==> src/rtl/dsi_hs_multilane_tx_if.sv <==
// Byte-source / serdes-facing bundle of the multi-lane DSI HS lane sequencer.
// The master drives requests, beats and timing; the slave (sequencer) returns handshakes and lane outputs.
interface dsi_hs_multilane_tx_if #(
  parameter int LANES = 4,
  parameter int CNT_W = 8,
  parameter int LL_W  = 3
);
  logic                 start_rqst;
  logic                 fin_rqst;
  logic                 abort_rqst;
  logic [8*LANES-1:0]   inp_data;
  logic [LL_W-1:0]      inp_last_lanes;
  logic [CNT_W-1:0]     cfg_go_cnt;
  logic [CNT_W-1:0]     cfg_trail_cnt;
  logic                 data_rqst;
  logic                 active;
  logic                 fin_ack;
  logic [8*LANES-1:0]   lane_data;
  logic [LANES-1:0]     lane_oe;

  modport master (
    output start_rqst, fin_rqst, abort_rqst, inp_data, inp_last_lanes,
           cfg_go_cnt, cfg_trail_cnt,
    input  data_rqst, active, fin_ack, lane_data, lane_oe
  );

  modport slave (
    input  start_rqst, fin_rqst, abort_rqst, inp_data, inp_last_lanes,
           cfg_go_cnt, cfg_trail_cnt,
    output data_rqst, active, fin_ack, lane_data, lane_oe
  );
endinterface

==> src/rtl/dsi_hs_multilane_tx.sv <==
// DSI high-speed lane sequencer for 1..LANES data lanes or a single clock lane.
// One FSM walks HS-GO, SYNC, ACTIVE and TRAIL with programmable go/trail lengths.
//
//   state  | meaning
//   IDLE   | lanes off, waiting for start_rqst
//   GO     | HS-zero, cfg_go_cnt+1 cycles
//   SYNC   | one sync byte per lane (data lanes only)
//   ACTIVE | payload beats (data) or 0x55 toggling (clock lane)
//   TRAIL  | trail bytes, cfg_trail_cnt+1 cycles, fin_ack on last
module dsi_hs_multilane_tx #(
  parameter int LANES = 4,
  parameter int MODE  = 0,
  parameter int CNT_W = 8,
  parameter int LL_W  = 3
) (
  input logic                  clk_sys,
  input logic                  rst_n,
  dsi_hs_multilane_tx_if.slave bus
);

  typedef enum logic [2:0] {
    IDLE,
    GO,
    SYNC,
    ACTIVE,
    TRAIL
  } state_t;

  localparam logic [7:0] SYNC_BYTE = 8'b0001_1101;
  localparam logic [7:0] CLK_BYTE  = 8'b0101_0101;

  state_t                  state;
  state_t                  state_nxt;
  logic [CNT_W-1:0]        cnt;
  logic                    cnt_zero;
  logic                    data_rqst_q;
  logic                    active_q;
  logic [LANES-1:0][7:0]   trail_byte;
  logic [LANES-1:0][7:0]   lane_byte;
  logic [LL_W-1:0]         last_eff;
  logic [LANES-1:0]        lane_vld;

  assign cnt_zero = (cnt == '0);

  // Out-of-range lane counts on the final beat mean "all lanes valid".
  always_comb begin
    last_eff = bus.inp_last_lanes;
    if (bus.inp_last_lanes == '0 || bus.inp_last_lanes > LL_W'(LANES))
      last_eff = LL_W'(LANES);
  end

  always_comb begin
    lane_vld = '1;
    for (int i = 0; i < LANES; i++) begin
      if (state == ACTIVE && bus.fin_rqst && i >= int'(last_eff))
        lane_vld[i] = 1'b0;
    end
  end

  always_comb begin
    state_nxt = state;
    case (state)
      IDLE:    if (bus.start_rqst) state_nxt = GO;
      GO:      if (cnt_zero) state_nxt = (MODE == 1) ? ACTIVE : SYNC;
      SYNC:    state_nxt = ACTIVE;
      ACTIVE:  if (bus.fin_rqst) state_nxt = TRAIL;
      TRAIL:   if (cnt_zero) state_nxt = IDLE;
      default: state_nxt = IDLE;
    endcase
    if (bus.abort_rqst && state != IDLE)
      state_nxt = IDLE;
  end

  always_ff @(posedge clk_sys or negedge rst_n) begin
    if (!rst_n) begin
      state       <= IDLE;
      cnt         <= '0;
      data_rqst_q <= 1'b0;
      active_q    <= 1'b0;
      trail_byte  <= '0;
    end else begin
      state <= state_nxt;
      // Config is captured only at the load points; the counter just runs down afterwards.
      if (state == IDLE && state_nxt == GO)
        cnt <= bus.cfg_go_cnt;
      else if (state == ACTIVE && state_nxt == TRAIL)
        cnt <= bus.cfg_trail_cnt;
      else if (state == GO || state == TRAIL)
        cnt <= cnt - 1'b1;
      data_rqst_q <= (state_nxt == SYNC) || (state_nxt == ACTIVE);
      if (state_nxt == ACTIVE)
        active_q <= 1'b1;
      else if (state_nxt == IDLE)
        active_q <= 1'b0;
      if (state == ACTIVE) begin
        for (int i = 0; i < LANES; i++) begin
          if (lane_vld[i])
            trail_byte[i] <= {8{~bus.inp_data[8*i+7]}};
        end
      end
    end
  end

  always_comb begin
    lane_byte = '0;
    for (int i = 0; i < LANES; i++) begin
      case (state)
        SYNC:    lane_byte[i] = SYNC_BYTE;
        ACTIVE: begin
          if (MODE == 1)
            lane_byte[i] = CLK_BYTE;
          else if (lane_vld[i])
            lane_byte[i] = bus.inp_data[8*i +: 8];
          else
            lane_byte[i] = trail_byte[i];
        end
        TRAIL:   lane_byte[i] = (MODE == 1) ? 8'h00 : trail_byte[i];
        default: lane_byte[i] = 8'h00;
      endcase
    end
  end

  assign bus.lane_data = lane_byte;
  assign bus.lane_oe   = {LANES{state != IDLE}};
  assign bus.fin_ack   = (state == TRAIL) && cnt_zero;
  assign bus.data_rqst = data_rqst_q;
  assign bus.active    = active_q;

endmodule

==> src/flat_wrapper.sv <==
// flat-port wrapper written by rule: the top's interface ports become plain ports
module dsi_hs_multilane_tx_flat 
#(
  parameter int LANES = 4,
  parameter int MODE  = 0,
  parameter int CNT_W = 8,
  parameter int LL_W  = 3
)
  (clk_sys, rst_n, bus_start_rqst, bus_fin_rqst, bus_abort_rqst, bus_inp_data, bus_inp_last_lanes, bus_cfg_go_cnt, bus_cfg_trail_cnt, bus_data_rqst, bus_active, bus_fin_ack, bus_lane_data, bus_lane_oe);
  dsi_hs_multilane_tx_if #(.LANES(LANES), .CNT_W(CNT_W), .LL_W(LL_W)) bus_i ();
  input logic clk_sys;
  input logic rst_n;
  input wire logic [$bits(bus_i.start_rqst)-1:0] bus_start_rqst;
  input wire logic [$bits(bus_i.fin_rqst)-1:0] bus_fin_rqst;
  input wire logic [$bits(bus_i.abort_rqst)-1:0] bus_abort_rqst;
  input wire logic [$bits(bus_i.inp_data)-1:0] bus_inp_data;
  input wire logic [$bits(bus_i.inp_last_lanes)-1:0] bus_inp_last_lanes;
  input wire logic [$bits(bus_i.cfg_go_cnt)-1:0] bus_cfg_go_cnt;
  input wire logic [$bits(bus_i.cfg_trail_cnt)-1:0] bus_cfg_trail_cnt;
  output wire logic [$bits(bus_i.data_rqst)-1:0] bus_data_rqst;
  output wire logic [$bits(bus_i.active)-1:0] bus_active;
  output wire logic [$bits(bus_i.fin_ack)-1:0] bus_fin_ack;
  output wire logic [$bits(bus_i.lane_data)-1:0] bus_lane_data;
  output wire logic [$bits(bus_i.lane_oe)-1:0] bus_lane_oe;
  assign bus_i.start_rqst = bus_start_rqst;
  assign bus_i.fin_rqst = bus_fin_rqst;
  assign bus_i.abort_rqst = bus_abort_rqst;
  assign bus_i.inp_data = bus_inp_data;
  assign bus_i.inp_last_lanes = bus_inp_last_lanes;
  assign bus_i.cfg_go_cnt = bus_cfg_go_cnt;
  assign bus_i.cfg_trail_cnt = bus_cfg_trail_cnt;
  assign bus_data_rqst = bus_i.data_rqst;
  assign bus_active = bus_i.active;
  assign bus_fin_ack = bus_i.fin_ack;
  assign bus_lane_data = bus_i.lane_data;
  assign bus_lane_oe = bus_i.lane_oe;
  dsi_hs_multilane_tx #(.LANES(LANES), .MODE(MODE), .CNT_W(CNT_W), .LL_W(LL_W)) u_core (.clk_sys(clk_sys), .rst_n(rst_n), .bus(bus_i));
endmodule
==> config.mk <==
export PLATFORM = sky130hd
export DESIGN_NAME = dsi_hs_multilane_tx_flat
export DESIGN_NICKNAME = d
export VERILOG_FILES = /design/src/rtl/dsi_hs_multilane_tx_if.sv /design/src/rtl/dsi_hs_multilane_tx.sv /design/src/flat_wrapper.sv
export SDC_FILE = /design/constraint.sdc
export NUM_CORES = 1
export LEC_CHECK = 0
export BUFFER_PORTS_ARGS = -buffer_cell sky130_fd_sc_hd__clkbuf_2
export CELL_PAD_IN_SITES_DETAIL_PLACEMENT = 2
export CELL_PAD_IN_SITES_GLOBAL_PLACEMENT = 2
export CORE_AREA = 2 2 89 91
export DETAILED_ROUTE_END_ITERATION = 16
export DIE_AREA = 0 0 91 93
export PLACE_DENSITY = 0.78
export SLEW_MARGIN = 20
export SYNTH_ARGS = -nofsm -noshare
export SYNTH_HDL_FRONTEND = slang
export SYNTH_SLANG_ARGS = --single-unit
==> constraint.sdc <==
create_clock -name clk_sys -period 1.9 [get_ports clk_sys]
set_input_delay 0 -clock clk_sys [delete_from_list [all_inputs] [get_ports clk_sys]]
set_output_delay 0 -clock clk_sys [all_outputs]
set_load 0.01 [all_outputs]
---- Word-level counts from Yosys, hierarchy flattened ----
Cells that the tools add are included.
operators by class
  order comparisons ....................... 5
  reductions and logical operators ........ 23
  $mul .................................... 0
  mux-type cells .......................... 20
  equality and inequality tests ........... 8
  add/subtract/negate cells ............... 1
  bitwise logic cells ..................... 8
  divide/modulo/power cells ............... 0
  shift operators ......................... 0
operators with widths
  kind                                                              count
  one-hot mux 8 bit (3 select lines)                                4
  two-way mux 8 bit                                                 7
  two-way mux 3 bit                                                 6
  one-hot mux 3 bit (5 select lines)                                1
  equality test 3 x 2 -> 1 bit, second input constant               4
  logical AND 1 bit                                                 9
  zero test 3 bit                                                   3
  zero test 8 bit                                                   1
  inverter 1 bit                                                    8
  AND reduction 2 bit                                               4
  subtractor 8 x 1 -> 8 bit, second input constant                  1
  equality test 3 x 1 -> 1 bit, second input constant               2
  equality test 3 bit, second input constant                        2
  greater-or-equal comparator 1 x 3 -> 1 bit, first input constant  2
  greater-or-equal comparator 2 x 3 -> 1 bit, first input constant  2
  nonzero test 3 bit                                                2
  > comparator 3 bit, second input constant                         1
  logical OR 1 bit                                                  3
  two-way mux 1 bit                                                 2
  nonzero test 2 bit                                                1
word-level totals
  bits in read-only memories .............. 0
  bits in registers ....................... 17
  bits of input ports ..................... 56
  output and inout port bits .............. 39
  bits in latches ......................... 0
  memories kept ........................... 0
  RAM bits ................................ 0

---- Logic depth before layout (Yosys ltp) ----
Gate-level depths: netlist of run 1.
  word-level depth ........................ 8
  depth in mapped cells ................... 7
  mapped depth without buffers ............ 6

---- Worst setup path after synthesis of run 1 ----
OpenSTA, ideal clock, no wires.
  path type ............................... flip-flop to flip-flop
  from .................................... register u_core.cnt[0]
  to ...................................... register u_core.active_q (netlist: u_core.bus.active)
  clock period less this slack ............ 2.058 ns
  stages on the path, launching flop included .. 8
  arrival time ............................ 1.932 ns
  setup time .............................. 0.126 ns
  setup slack ............................. -0.158 ns
  data required time ...................... 1.774 ns
  cells stage by stage .................... dfrtp_1 inv_1 ha_1 or3b_1 buf_2 or3_4 a21o_1 o32a_1
on the way
  cells in the longest elaborated chain, start to end .. 6
  elaborated cells on any way between the ends .. 9
  classes of those cells .................. eq/ne (1); mux (5); reduce/logical (3)
ends and longest elaborated chain
  what                                                             line                                                  RTL
  start, declared                                                  dsi_hs_multilane_tx.sv:34                             logic [CNT_W-1:0] cnt;
  start signal, assigned                                           dsi_hs_multilane_tx.sv:85                             cnt <= bus.cfg_go_cnt;
  start signal, assigned                                           dsi_hs_multilane_tx.sv:87                             cnt <= bus.cfg_trail_cnt;
  start signal, assigned                                           dsi_hs_multilane_tx.sv:89                             cnt <= cnt - 1'b1;
  zero test 8 bit (*)                                              dsi_hs_multilane_tx.sv:43                             assign cnt_zero = (cnt == '0);
  two-way mux 3 bit, on equally long branches                      dsi_hs_multilane_tx.sv:67, dsi_hs_multilane_tx.sv:64
  one-hot mux 3 bit (5 select lines) (*)                           dsi_hs_multilane_tx.sv:62                             case (state)
  two-way mux 3 bit (*)                                            dsi_hs_multilane_tx.sv:70                             if (bus.abort_rqst && state != IDLE)
  net u_core.state_nxt[2]                                          dsi_hs_multilane_tx.sv:33                             state_t state_nxt;
  equality test 3 x 2 -> 1 bit or zero test 3 bit (tied branches)  dsi_hs_multilane_tx.sv:91, dsi_hs_multilane_tx.sv:93
  two-way mux 1 bit or nonzero test 2 bit (tied branches)          n/a
  end signal, assigned                                             dsi_hs_multilane_tx.sv:79                             active_q <= 1'b0;
  end signal, assigned                                             dsi_hs_multilane_tx.sv:92                             active_q <= 1'b1;
  end signal, assigned                                             dsi_hs_multilane_tx.sv:94                             active_q <= 1'b0;
  end, declared                                                    dsi_hs_multilane_tx.sv:37                             logic active_q;
The timed path passes the listed nets; every way through them passes the cells marked *.
A chain may end at the register's enable or synchronous reset.

---- Worst setup path in the final report of run 1 ----
  from .................................... register u_core.cnt[1]
  to ...................................... register u_core.active_q (netlist: u_core.bus.active)
The elaborated chain is that of the path after synthesis.

==> metrics.cfg, run 1 <==
[grt]
grt_max_degree=18
grt_pass1_wl_mm=11.8
antenna_found_initial=0
grt_use_total_pct=17.3
grt_pass1_vias=2261
overflow=0

[route]
wirelength_mm=8.89
vias=2073
dr.pass1.iters=4
ant_nets=0
drc_errors=0
first_iter_violations=57
drt-vias-per-instance=5.06
wl_per_cell_microns=21.7

[critical_path]
cp.required_ns=2.05
cp_top_family=compound AO/OA/AOI/OAI gates
path_class=register to register
worst_path_max_delay_cell=dfrtp_1
crit_arrival_ns=2.22
cp-start-kind=register
cp_max_fo=3
critPathBufInv=1
critPathCaptureType=register
path_cells=inv_2, ha_4, or3b_4, o31a_1, o22a_1, o32a_1
max_stage_delay_ns=0.41

[place]
dp_cells=381
place_congestion=0.778
dp_hpwl_mm=5.01
portBuffers=94

[synthesis]
yosys.area.top_type_share_pct=29.1
syn_avg_cell_area_sq_um=8.31
syn_nets=234
synth_seq_cells=17
synth_common_cells=a21o_1, dfrtp_1, a211o_1
synth_cell_types=46
synthFlopType=dfrtp_1
synth-edff-count=0
yosys.area.top_type=dfrtp_1
async_flop_share_pct=100
ys_warn_count=0
synth_area_sq_um=1460
ys_seq_area_share_pct=29.1
syn_inst=176
synth.top_cells.by_area=dfrtp_1, a211o_1, a21o_1

[sta]
min_period_over_period_pct=109
rsz0062_at_grt=yes
max-slew-margin-rel_pct=50.9
hold_viol=0
skew_ns=0.00351
max_freq_mhz=483
period_needed_ns=2.07
slew_viol_final=0
setup_violations=30
timing.final.ws_setup_ns=-0.170
worst_pin_slew_ns=0.736

[cells_and_area]
area_growth_pct=80.9
final_cell_count_no_fill=410
fin_nets=367
n_antenna_cell=0
fillerInstances=883
drive_above_1_share_pct=54.2
final_core_util_pct=35.2

[outcome]
violations=negative setup slack
status=finished, violations left

[cts]
htree_levels=1
clock_sinks=17
cts_buffers=3
clk_root_buffer_cell=clkbuf_8
clock_latency_ns=0.26
cts.clk_slew.worst_paths_ns=0.08
cts_tree=done
clock_path_buffers=2

[floorplanning]
row_count=32
start_util_pct=19.4
die_w_microns=91
die_area_sq_um=8460
coreArea_sq_um=7530
fp.dieH_microns=93
ioPinCount=95

[hold_path]
hold_path_class=primary input to register

[power]
ir_drop_uv=316
p_per_area_nw_per_um2=845
power.leakage_uw=0.00156

[run]
cap_viol_max_count=0

-- kinds of logic after synthesis --
family / count (synthesis) / synth area share, %
fa+ha+maj: 2 / 1.71
flops: 17 / 29.1
mux: 2 / 1.37
buf+inv: 23 / 6.84
simple gates: 48 / 18.4
xor+xnor: 2 / 1.20
compound gates: 82 / 41.4
-- placed cells by master (no fill, tap or decap), types with 5 or more instances in the layout --
master and instances:
dfrtp_1 17, a211o_1 16, inv_1 5, dlygate4sd3_1 10, nor2_1 11, a22oi_1 6, buf_6 15, buf_2 19
a21o_1 17, clkbuf_2 73, buf_4 26, nor3_1 6, a21oi_1 8
-- power by group --
group	leakage [uW]	internal (uW)	switching [uW]
registers	0.000210	504	132
logic	0.00133	600	707
clock network	0.0000255	146	146
total	0.00156	1250	985
-- layer usage --
layer | GRT usage, % | vias up | share of wire, %
met4 | 5.93 | 0 | 4.6
met2 | 33.5 | 71 | 53
li1 | - | 933 | -
met3 | 2.18 | 29 | 3.7
met1 | 19.5 | 1040 | 38
met5 | 0 | - | 0
-- per-stage QoR --
step,worst slack [ns],hold slack [ns],TNS (ns),cell area [sq um],total power (uW)
2_1_floorplan,-0.102,-0.296,-0.102,1470,1270
3_3_place_gp,-0.0640,-0.0239,-0.0640,2180,1640
3_5_place_dp,-0.130,-0.0194,-0.130,2180,1700
4_1_cts,-0.0495,0.0290,-0.173,2430,2070
5_1_grt,-0.233,0.0370,-5.79,2650,2400
6_report,-0.170,0.0226,-2.91,2650,2240
-- final cells by class --
class | count | area [sq um] | share of cell area, %
clock inverter | 1 | 5.00 | 0.189
inverter | 7 | 26.3 | 0.993
multi-input combinational | 136 | 1080 | 40.9
timing repair buffer | 144 | 940 | 35.5
tap | 102 | 128 | 4.82
clock buffer | 3 | 41.3 | 1.56
sequential | 17 | 425 | 16.1
-- worst register-to-register path, delay by kind of cell (launching register included) --
family	cells	cell delay [ns]
compound gates	3	0.91
flops	1	0.41
simple gates	1	0.40
fa+ha+maj	1	0.14
buf+inv	1	0.10
-- timing repair --
action	CTS	global route
hold buffers	10	0
hold endpoints to repair	26	0
cloned	0	3
setup endpoints to repair	34	39
buffers inserted	8	6
pin swaps	10	14
gates resized for setup	16	58
-- worst paths after layout --
path | from | to | slack [ns] | cells past startpoint
worst max-delay path | u_core.cnt[1] | u_core.bus.active | -0.17 | 6
worst min-delay path | bus_cfg_trail_cnt[7] | u_core.cnt[7] | 0.02 | 3
worst max register to register | u_core.cnt[1] | u_core.bus.active | -0.17 | 6
worst min register to register | u_core.bus.active | u_core.bus.active | 0.55 | 1
max in group asynchronous | rst_n | u_core.cnt[2] | 1.32 | 2
min in group asynchronous | rst_n | u_core.cnt[7] | 0.24 | 2
-- state kept, by name (all words and copies together) (netlist names) --
name / cells
u_core.bus.data_rqst: 1
u_core.bus.active: 1
u_core.trail_byte: 4
u_core.state: 3
u_core.cnt: 8
No activity file was read; power rests on OpenSTA's default activity.
==> run 2: changes to the inputs <==
--- a/config.mk
+++ b/config.mk
@@ -5,13 +5,14 @@
 export SDC_FILE = /design/constraint.sdc
 export NUM_CORES = 1
 export LEC_CHECK = 0
+export ABC_AREA = 1
 export BUFFER_PORTS_ARGS = -buffer_cell sky130_fd_sc_hd__clkbuf_2
 export CELL_PAD_IN_SITES_DETAIL_PLACEMENT = 2
 export CELL_PAD_IN_SITES_GLOBAL_PLACEMENT = 2
-export CORE_AREA = 2 2 89 91
+export CORE_AREA = 2 2 97 99
 export DETAILED_ROUTE_END_ITERATION = 16
-export DIE_AREA = 0 0 91 93
-export PLACE_DENSITY = 0.78
+export DIE_AREA = 0 0 99 101
+export PLACE_DENSITY = 0.75
 export SLEW_MARGIN = 20
 export SYNTH_ARGS = -nofsm -noshare
 export SYNTH_HDL_FRONTEND = slang
==> run 2 against run 1 <==
The flow now finishes without violations. Combinational power grew 3%. Non-clock buffer count shrank 31. Synthesized cell count grew 43%. Clock-buffer cell count grew 1. Global-route usage shrank 4.6 points. Die area grew 18%. Via count shrank 0.68%. Clock skew grew 0.0018 ns. Clock power grew 2%. Critical endpoint is now bus_lane_data[7]. Highest routed layer unchanged.
==> metrics.cfg, run 2 <==
[synthesis]
synth_common_cells=nand2_1, inv_1, nand3_1  ; was a21o_1, dfrtp_1, a211o_1
ys_seq_area_share_pct=27.1  ; was 29.1%
synth.top_cells.by_area=nand2_1, dfrtp_1, nand3_1  ; was dfrtp_1, a211o_1, a21o_1
synth_seq_cells=17  ; unchanged
yosys.area.top_type_share_pct=27.3  ; was 29.1%
synth_area_sq_um=1570  ; was 1460 sq um
syn_avg_cell_area_sq_um=6.23  ; was 8.31 sq um
synth-edff-count=0  ; unchanged
async_flop_share_pct=100  ; unchanged
syn_inst=252  ; was 176
synth_most_common_cell=nand2_1
syn_nets=310  ; was 234
synth_cell_types=33  ; was 46
synthFlopType=dfrtp_1  ; unchanged
yosys.area.top_type=nand2_1  ; was dfrtp_1
ys_warn_count=0  ; unchanged

[power]
p_total_uw=2310  ; was 2240 uW
power.internal_uw=1230  ; was 1250 uW
power.leakage_uw=0.00146  ; was 0.00156 uW
ir_drop_uv=306  ; was 316 uV
pwr-share-clk_pct=13.0  ; was 13.1%
net-switching-power_uw=1090  ; was 985 uW
sw_frac_of_total_pct=47.0  ; was 44.1%
p_per_area_nw_per_um2=969  ; was 845 nW/um^2
p_comb_share_pct=58.1  ; was 58.4%
seqPwrFrac_pct=28.9  ; was 28.5%

[floorplanning]
fp.dieH_microns=101  ; was 93 microns
start_util_pct=17.5  ; was 19.4%
die_area_sq_um=10000  ; was 8460 sq um
ioPinCount=95  ; unchanged
die_w_microns=99  ; was 91 microns
coreArea_sq_um=8980  ; was 7530 sq um
row_count=35  ; was 32

[route]
drt-vias-per-instance=4.35  ; was 5.06
wl_per_cell_microns=13.8  ; was 21.7 microns
drc_errors=0  ; unchanged
dr.pass1.iters=4  ; unchanged
ant_nets=0  ; unchanged
first_iter_violations=49  ; was 57
wirelength_mm=6.55  ; was 8.89 mm
vias=2059  ; was 2073

[place]
dp_hpwl_mm=5.43  ; was 5.01 mm
place_congestion=0.730  ; was 0.778
post_dp_cell_area_sq_um=2230  ; was 2180 sq um
dp_cells=460  ; was 381
portBuffers=94  ; unchanged

[cts]
cts_buffers=3  ; unchanged
clk_root_buffer_cell=clkbuf_8  ; unchanged
cts.clk_slew.worst_paths_ns=0.07  ; was 0.08 ns
cts_tree=done  ; unchanged
htree_levels=1  ; unchanged
clock_latency_ns=0.26  ; about the same
clock_path_buffers=2  ; unchanged
clock_sinks=17  ; unchanged

[cells_and_area]
regMostFlops=u_core.cnt  ; unchanged
mostFrequentLayoutCell=nand2_1  ; was clkbuf_2
design_area_sq_um=2390  ; was 2650 sq um
n_antenna_cell=0  ; unchanged
area_growth_pct=52.2  ; was 80.9%
fin_nets=421  ; was 367
final_cell_count_no_fill=473  ; was 410
drive_above_1_share_pct=40.1  ; was 54.2%
largest_reg_flops=8  ; unchanged
regArea_sq_um=428  ; was 425 sq um
fillerInstances=1115  ; was 883
biggestRegsByFlops=u_core.cnt x8, u_core.trail_byte x4, u_core.state x3  ; unchanged
multi_input_area_sq_um=1030  ; was 1080 sq um
final_cell_mix=nand2_1, clkbuf_2, inv_1, nor2_1, nand3_1  ; was clkbuf_2, buf_4, buf_2

[grt]
overflow=0  ; unchanged
grt_pass1_wl_mm=10.5  ; was 11.8 mm
antenna_found_initial=0  ; unchanged
grt_pass1_vias=2118  ; was 2261
grt_max_degree=18  ; unchanged
grt_use_total_pct=12.8  ; was 17.3%

[critical_path]
crit_arrival_ns=1.78  ; was 2.22 ns
worst_path_max_delay_cell=dfrtp_1  ; unchanged
path_class=register to output pin  ; was register to register
cp.required_ns=1.90  ; was 2.05 ns
path_cells=inv_2, nand3_4, nor2_4, nand2_4, nor2_4, inv_2, nor2_4, nor2_4, nand2_1, nand2_1, clkbuf_2  ; was inv_2, ha_4, or3b_4, o31a_1, o22a_1, o32a_1
cp-start-kind=register  ; unchanged
cp_max_fo=9  ; was 3
cpMostUsedCell=nor2_4
max_stage_delay_ns=0.40  ; was 0.41 ns
critPathCaptureType=output pin  ; was register

[sta]
min_period_over_period_pct=93.7  ; was 109%
fin_setup_tns_ns=0  ; was -2.91 ns
skew_ns=0.00528  ; was 0.00351 ns
max_freq_mhz=561  ; was 483 MHz
slew_viol_final=0  ; unchanged
rsz0062_at_grt=yes  ; unchanged
hold_viol=0  ; unchanged
period_needed_ns=1.78  ; was 2.07 ns
max-slew-margin-rel_pct=68.3  ; was 50.9%
hold_ws_ns=0.00167  ; was 0.0226 ns
worst_pin_slew_ns=0.476  ; was 0.736 ns
setup_violations=0  ; was 30

[outcome]
status=finished, final reports clean  ; was finished, violations left

[hold_path]
hold_path_class=primary input to register  ; unchanged

[run]
cap_viol_max_count=0  ; unchanged

run 2: changes by cell type after synthesis, moves of 4 or more:
| cell | previous run | this run |
|---|---|---|
| nor2_1 | 12 | 17 |
| nand3_1 | 3 | 18 |
| a22oi_1 | 6 | 0 |
| a211o_1 | 16 | 0 |
| nor3_1 | 8 | 2 |
| inv_1 | 7 | 20 |
| xor2_1 | 0 | 4 |
| a21o_1 | 17 | 0 |
| nand2_1 | 5 | 114 |
| nand4_1 | 0 | 8 |
| o22ai_1 | 4 | 0 |
| clkbuf_1 | 11 | 1 |
| o31ai_1 | 4 | 0 |
run 2: kinds of logic (layout without fill, tap and decap cells):
family	count (synthesis)	count (layout)	share of synthesized area (%)
compound gates	20	20	7.49
buf+inv	32	142	9.16
flops	17	17	27.1
xor+xnor	6	6	3.35
simple gates	175	175	51.3
fa+ha+maj	2	2	1.59
run 2: metrics by stage:
step / setup WS, ns / util (%)
final: 0.119 / 26.6
after global routing: -0.0287 / 26.6
after CTS: -0.00646 / 25.8
after detailed placement: 0.189 / 24.9
after global placement: 0.247 / 24.9
after floorplan: 0.336 / -
run 2: final timing paths:
path / from / to / slack (ns) / cells after the start
max in group asynchronous: rst_n / u_core.state[1] / 1.32 / 2
min: bus_inp_data[15] / u_core.trail_byte[8] / 0.002 / 3
max: u_core.state[2] / bus_lane_data[7] / 0.12 / 11
min reg2reg: u_core.trail_byte[24] / u_core.trail_byte[24] / 0.51 / 1
min in group asynchronous: rst_n / u_core.cnt[4] / 0.22 / 2
max reg2reg: u_core.state[2] / u_core.bus.active / 0.19 / 11
run 2: worst max-delay path, delay by kind of cell (launching register included):
| kind | cells | cell delay, ns |
|---|---|---|
| simple gates | 8 | 0.82 |
| flops | 1 | 0.40 |
| buf+inv | 3 | 0.29 |
run 2: cell type report:
class,instances,area share [%]
timing repair buffer,113,26.9
inverter,25,4.19
tap,111,5.81
clock buffer,4,1.88
sequential,17,17.9
multi-input combinational,203,43.3
run 2: what timing repair did:
item | 4_1_cts | 5_1_grt
setup buffers | 1 | 6
gates cloned | 0 | 0
pin swaps | 0 | 3
hold endpoints to repair | 18 | 0
gates resized for setup | 6 | 12
setup endpoints to repair | 20 | 23
hold buffers | 2 | 0
run 2: metal layers:
metal | up-vias | track usage, % | part of all wire, %
met5 | - | 0 | 0
li1 | 1011 | - | -
met3 | 4 | 1.46 | 4.7
met1 | 981 | 16.0 | 44
met2 | 63 | 23.6 | 50
met4 | 0 | 2.53 | 0.58
run 2: power by group through the flow:
stage	clock network [uW]	registers (uW)	logic (uW)
after floorplan	0	629	932
after global placement	0	659	1300
after detailed placement	0	666	1350
after CTS	313	666	1360
after global routing	323	699	1530
final	300	669	1350
==> run 3: changes to the inputs <==
--- a/config.mk
+++ b/config.mk
@@ -13,6 +13,7 @@
 export DETAILED_ROUTE_END_ITERATION = 16
 export DIE_AREA = 0 0 99 101
 export PLACE_DENSITY = 0.75
+export RECOVER_POWER = 50
 export SLEW_MARGIN = 20
 export SYNTH_ARGS = -nofsm -noshare
 export SYNTH_HDL_FRONTEND = slang
==> run 3 against run 2 <==
Global-route usage did not move. Clock skew fell by 0.00084 ns. Wire length fell by 0.15%. Sequential power barely moved. Sequential share of layout area rose by 0.094 points. Via count fell by 0.44%. Non-clock buffer count did not move. Setup slack got worse by 0.013 ns. Die area did not move. Final area fell by 0.52%. Critical path type unchanged. Maximum frequency fell by 0.73%. Critical endpoint unchanged. Clock power barely moved.
==> metrics.cfg, run 3 (synthesized netlist as in run 2, its figures left out) <==
[cells_and_area]
final_cell_mix=nand2_1, clkbuf_2, inv_1, nor2_1, nand3_1  ; unchanged
fin_nets=421  ; unchanged
regMostFlops=u_core.cnt  ; unchanged
area_growth_pct=51.4  ; was 52.2%
n_antenna_cell=0  ; unchanged
biggestRegsByFlops=u_core.cnt x8, u_core.trail_byte x4, u_core.state x3  ; unchanged
largest_reg_flops=8  ; unchanged
drive_above_1_share_pct=37.8  ; was 40.1%
mostFrequentLayoutCell=nand2_1  ; unchanged

[cts]
htree_levels=1  ; unchanged
cts_tree=done  ; unchanged
cts.clk_slew.worst_paths_ns=0.08  ; was 0.07 ns
clock_sinks=17  ; unchanged
clock_latency_ns=0.26  ; about the same
clock_path_buffers=2  ; unchanged
cts_buffers=3  ; unchanged
clk_root_buffer_cell=clkbuf_8  ; unchanged

[hold_path]
holdPathEnd=u_core.trail_byte[8]  ; unchanged
min_from=bus_inp_data[15]  ; unchanged
worstHoldPathCells=3  ; unchanged
hold_path_class=primary input to register  ; unchanged

[route]
drc_errors=0  ; unchanged
vias=2050  ; was 2059
ant_nets=0  ; unchanged
dr_wl_met3_microns=305  ; was 310 microns
dr_wl_met2_mm=3.29  ; about the same
top_layer_used=met4  ; unchanged
drt-vias-per-instance=4.33  ; was 4.35
dr.pass1.iters=4  ; unchanged
met1_length_mm=2.91  ; about the same
wirelength_mm=6.54  ; was 6.55 mm
wl_per_cell_microns=13.8  ; about the same
first_iter_violations=48  ; was 49

[sta]
period_needed_ns=1.79  ; was 1.78 ns
worst_pin_slew_ns=1.01  ; was 0.476 ns
rsz0062_at_grt=yes  ; unchanged
max_freq_mhz=557  ; was 561 MHz
min_period_over_period_pct=94.4  ; was 93.7%
fin_setup_tns_ns=0  ; unchanged
max-slew-margin-rel_pct=32.5  ; was 68.3%
skew_ns=0.00444  ; was 0.00528 ns
setup_violations=0  ; unchanged
hold_viol=0  ; unchanged
slew_viol_final=0  ; unchanged

[power]
p_per_area_nw_per_um2=964  ; was 969 nW/um^2
ir_drop_uv=306  ; about the same
power.leakage_uw=0.00143  ; was 0.00146 uW
p_total_uw=2290  ; was 2310 uW

[run]
cap_viol_max_count=0  ; unchanged

[grt]
grt_pass1_wl_mm=10.5  ; unchanged
grt_use_total_pct=12.8  ; unchanged
grt_pass1_vias=2118  ; unchanged
grt_max_degree=18  ; unchanged
overflow=0  ; unchanged
antenna_found_initial=0  ; unchanged

[floorplanning]
row_count=35  ; unchanged
die_w_microns=99  ; unchanged
die_area_sq_um=10000  ; unchanged
fp.dieH_microns=101  ; unchanged
ioPinCount=95  ; unchanged
coreArea_sq_um=8980  ; unchanged
start_util_pct=17.5  ; unchanged

[critical_path]
crit_arrival_ns=1.79  ; was 1.78 ns
worst-r2r-setup-slack_ns=0.19  ; about the same
path_class=register to output pin  ; unchanged
critPathCaptureType=output pin  ; unchanged
rr_worst_depth=11  ; unchanged
r2r_end=u_core.bus.active  ; unchanged
reg2reg_from=u_core.state[2]  ; unchanged
cp.required_ns=1.90  ; about the same
cp_max_fo=4  ; was 9
cp-start-kind=register  ; unchanged

[place]
dp_hpwl_mm=5.43  ; unchanged
portBuffers=94  ; unchanged
place_congestion=0.730  ; unchanged

[outcome]
status=finished, final reports clean  ; unchanged

-- run 3: cell count changes in the layout (fill, tap and decap cells not counted), sizes merged --
cell	before	now
buf	20	19
clkbuf	95	96
-- run 3: metal layers --
layer / vias up / global-route usage (%)
met5: - / 0
met4: 0 / 2.53
met3: 4 / 1.46
met2: 59 / 23.6
met1: 975 / 16.0
li1: 1012 / -
-- run 3: metrics by stage --
stage                     std cells  hold slack (ns)  worst slack (ns)  area, sq um  utilization, %
after CTS                       467          0.00214          -0.00646         2320            25.8
final                           473         0.000989             0.106         2380            26.5
after global routing            473           0.0169           -0.0287         2380            26.5
after detailed placement        460         -0.00830             0.189         2230            24.9
after global placement          460         -0.00761             0.247         2230            24.9
after floorplan                 252           -0.296             0.336         1570               -
-- run 3: worst max-delay path by stage --
stage | end | start | cells past startpoint
after floorplan | u_core.cnt[0] | u_core.cnt[0] | 10
after global placement | bus_lane_data[22] | u_core.state[2] | 8
after detailed placement | bus_lane_data[22] | u_core.state[2] | 8
after CTS | bus_lane_data[11] | u_core.state[0] | 8
after global routing | bus_lane_data[7] | u_core.state[2] | 10
final | bus_lane_data[7] | u_core.state[2] | 10
-- run 3: report_power, final --
group	switching, uW	total, uW	internal, uW
Sequential	155	670	515
Clock	150	300	150
Combinational	779	1320	542
-- run 3: critical path, stage by stage (launching register included) --
cell      delay (ns)
dfrtp_1         0.40
inv_2           0.09
nand3_4         0.10
nor2_4          0.15
nand2_4         0.08
nor2_4          0.10
inv_2           0.06
nor2_4          0.16
o21ai_1         0.15
nand2_1         0.10
clkbuf_2        0.13
-- run 3: final cells by class --
type | count | area, sq um
multi-input combinational | 203 | 1030
tap | 111 | 139
sequential | 17 | 428
timing repair buffer | 113 | 631
fill | 1122 | 6600
inverter | 25 | 100
clock buffer | 4 | 45.0
-- run 3: what timing repair did --
item | 4_1_cts | 5_1_grt
buffers inserted | 1 | 6
endpoints found under the setup margin | 20 | 23
hold buffers | 2 | 0
cloned | 0 | 0
hold endpoints to repair | 18 | 0
resized for setup | 6 | 12
pin swaps | 0 | 3
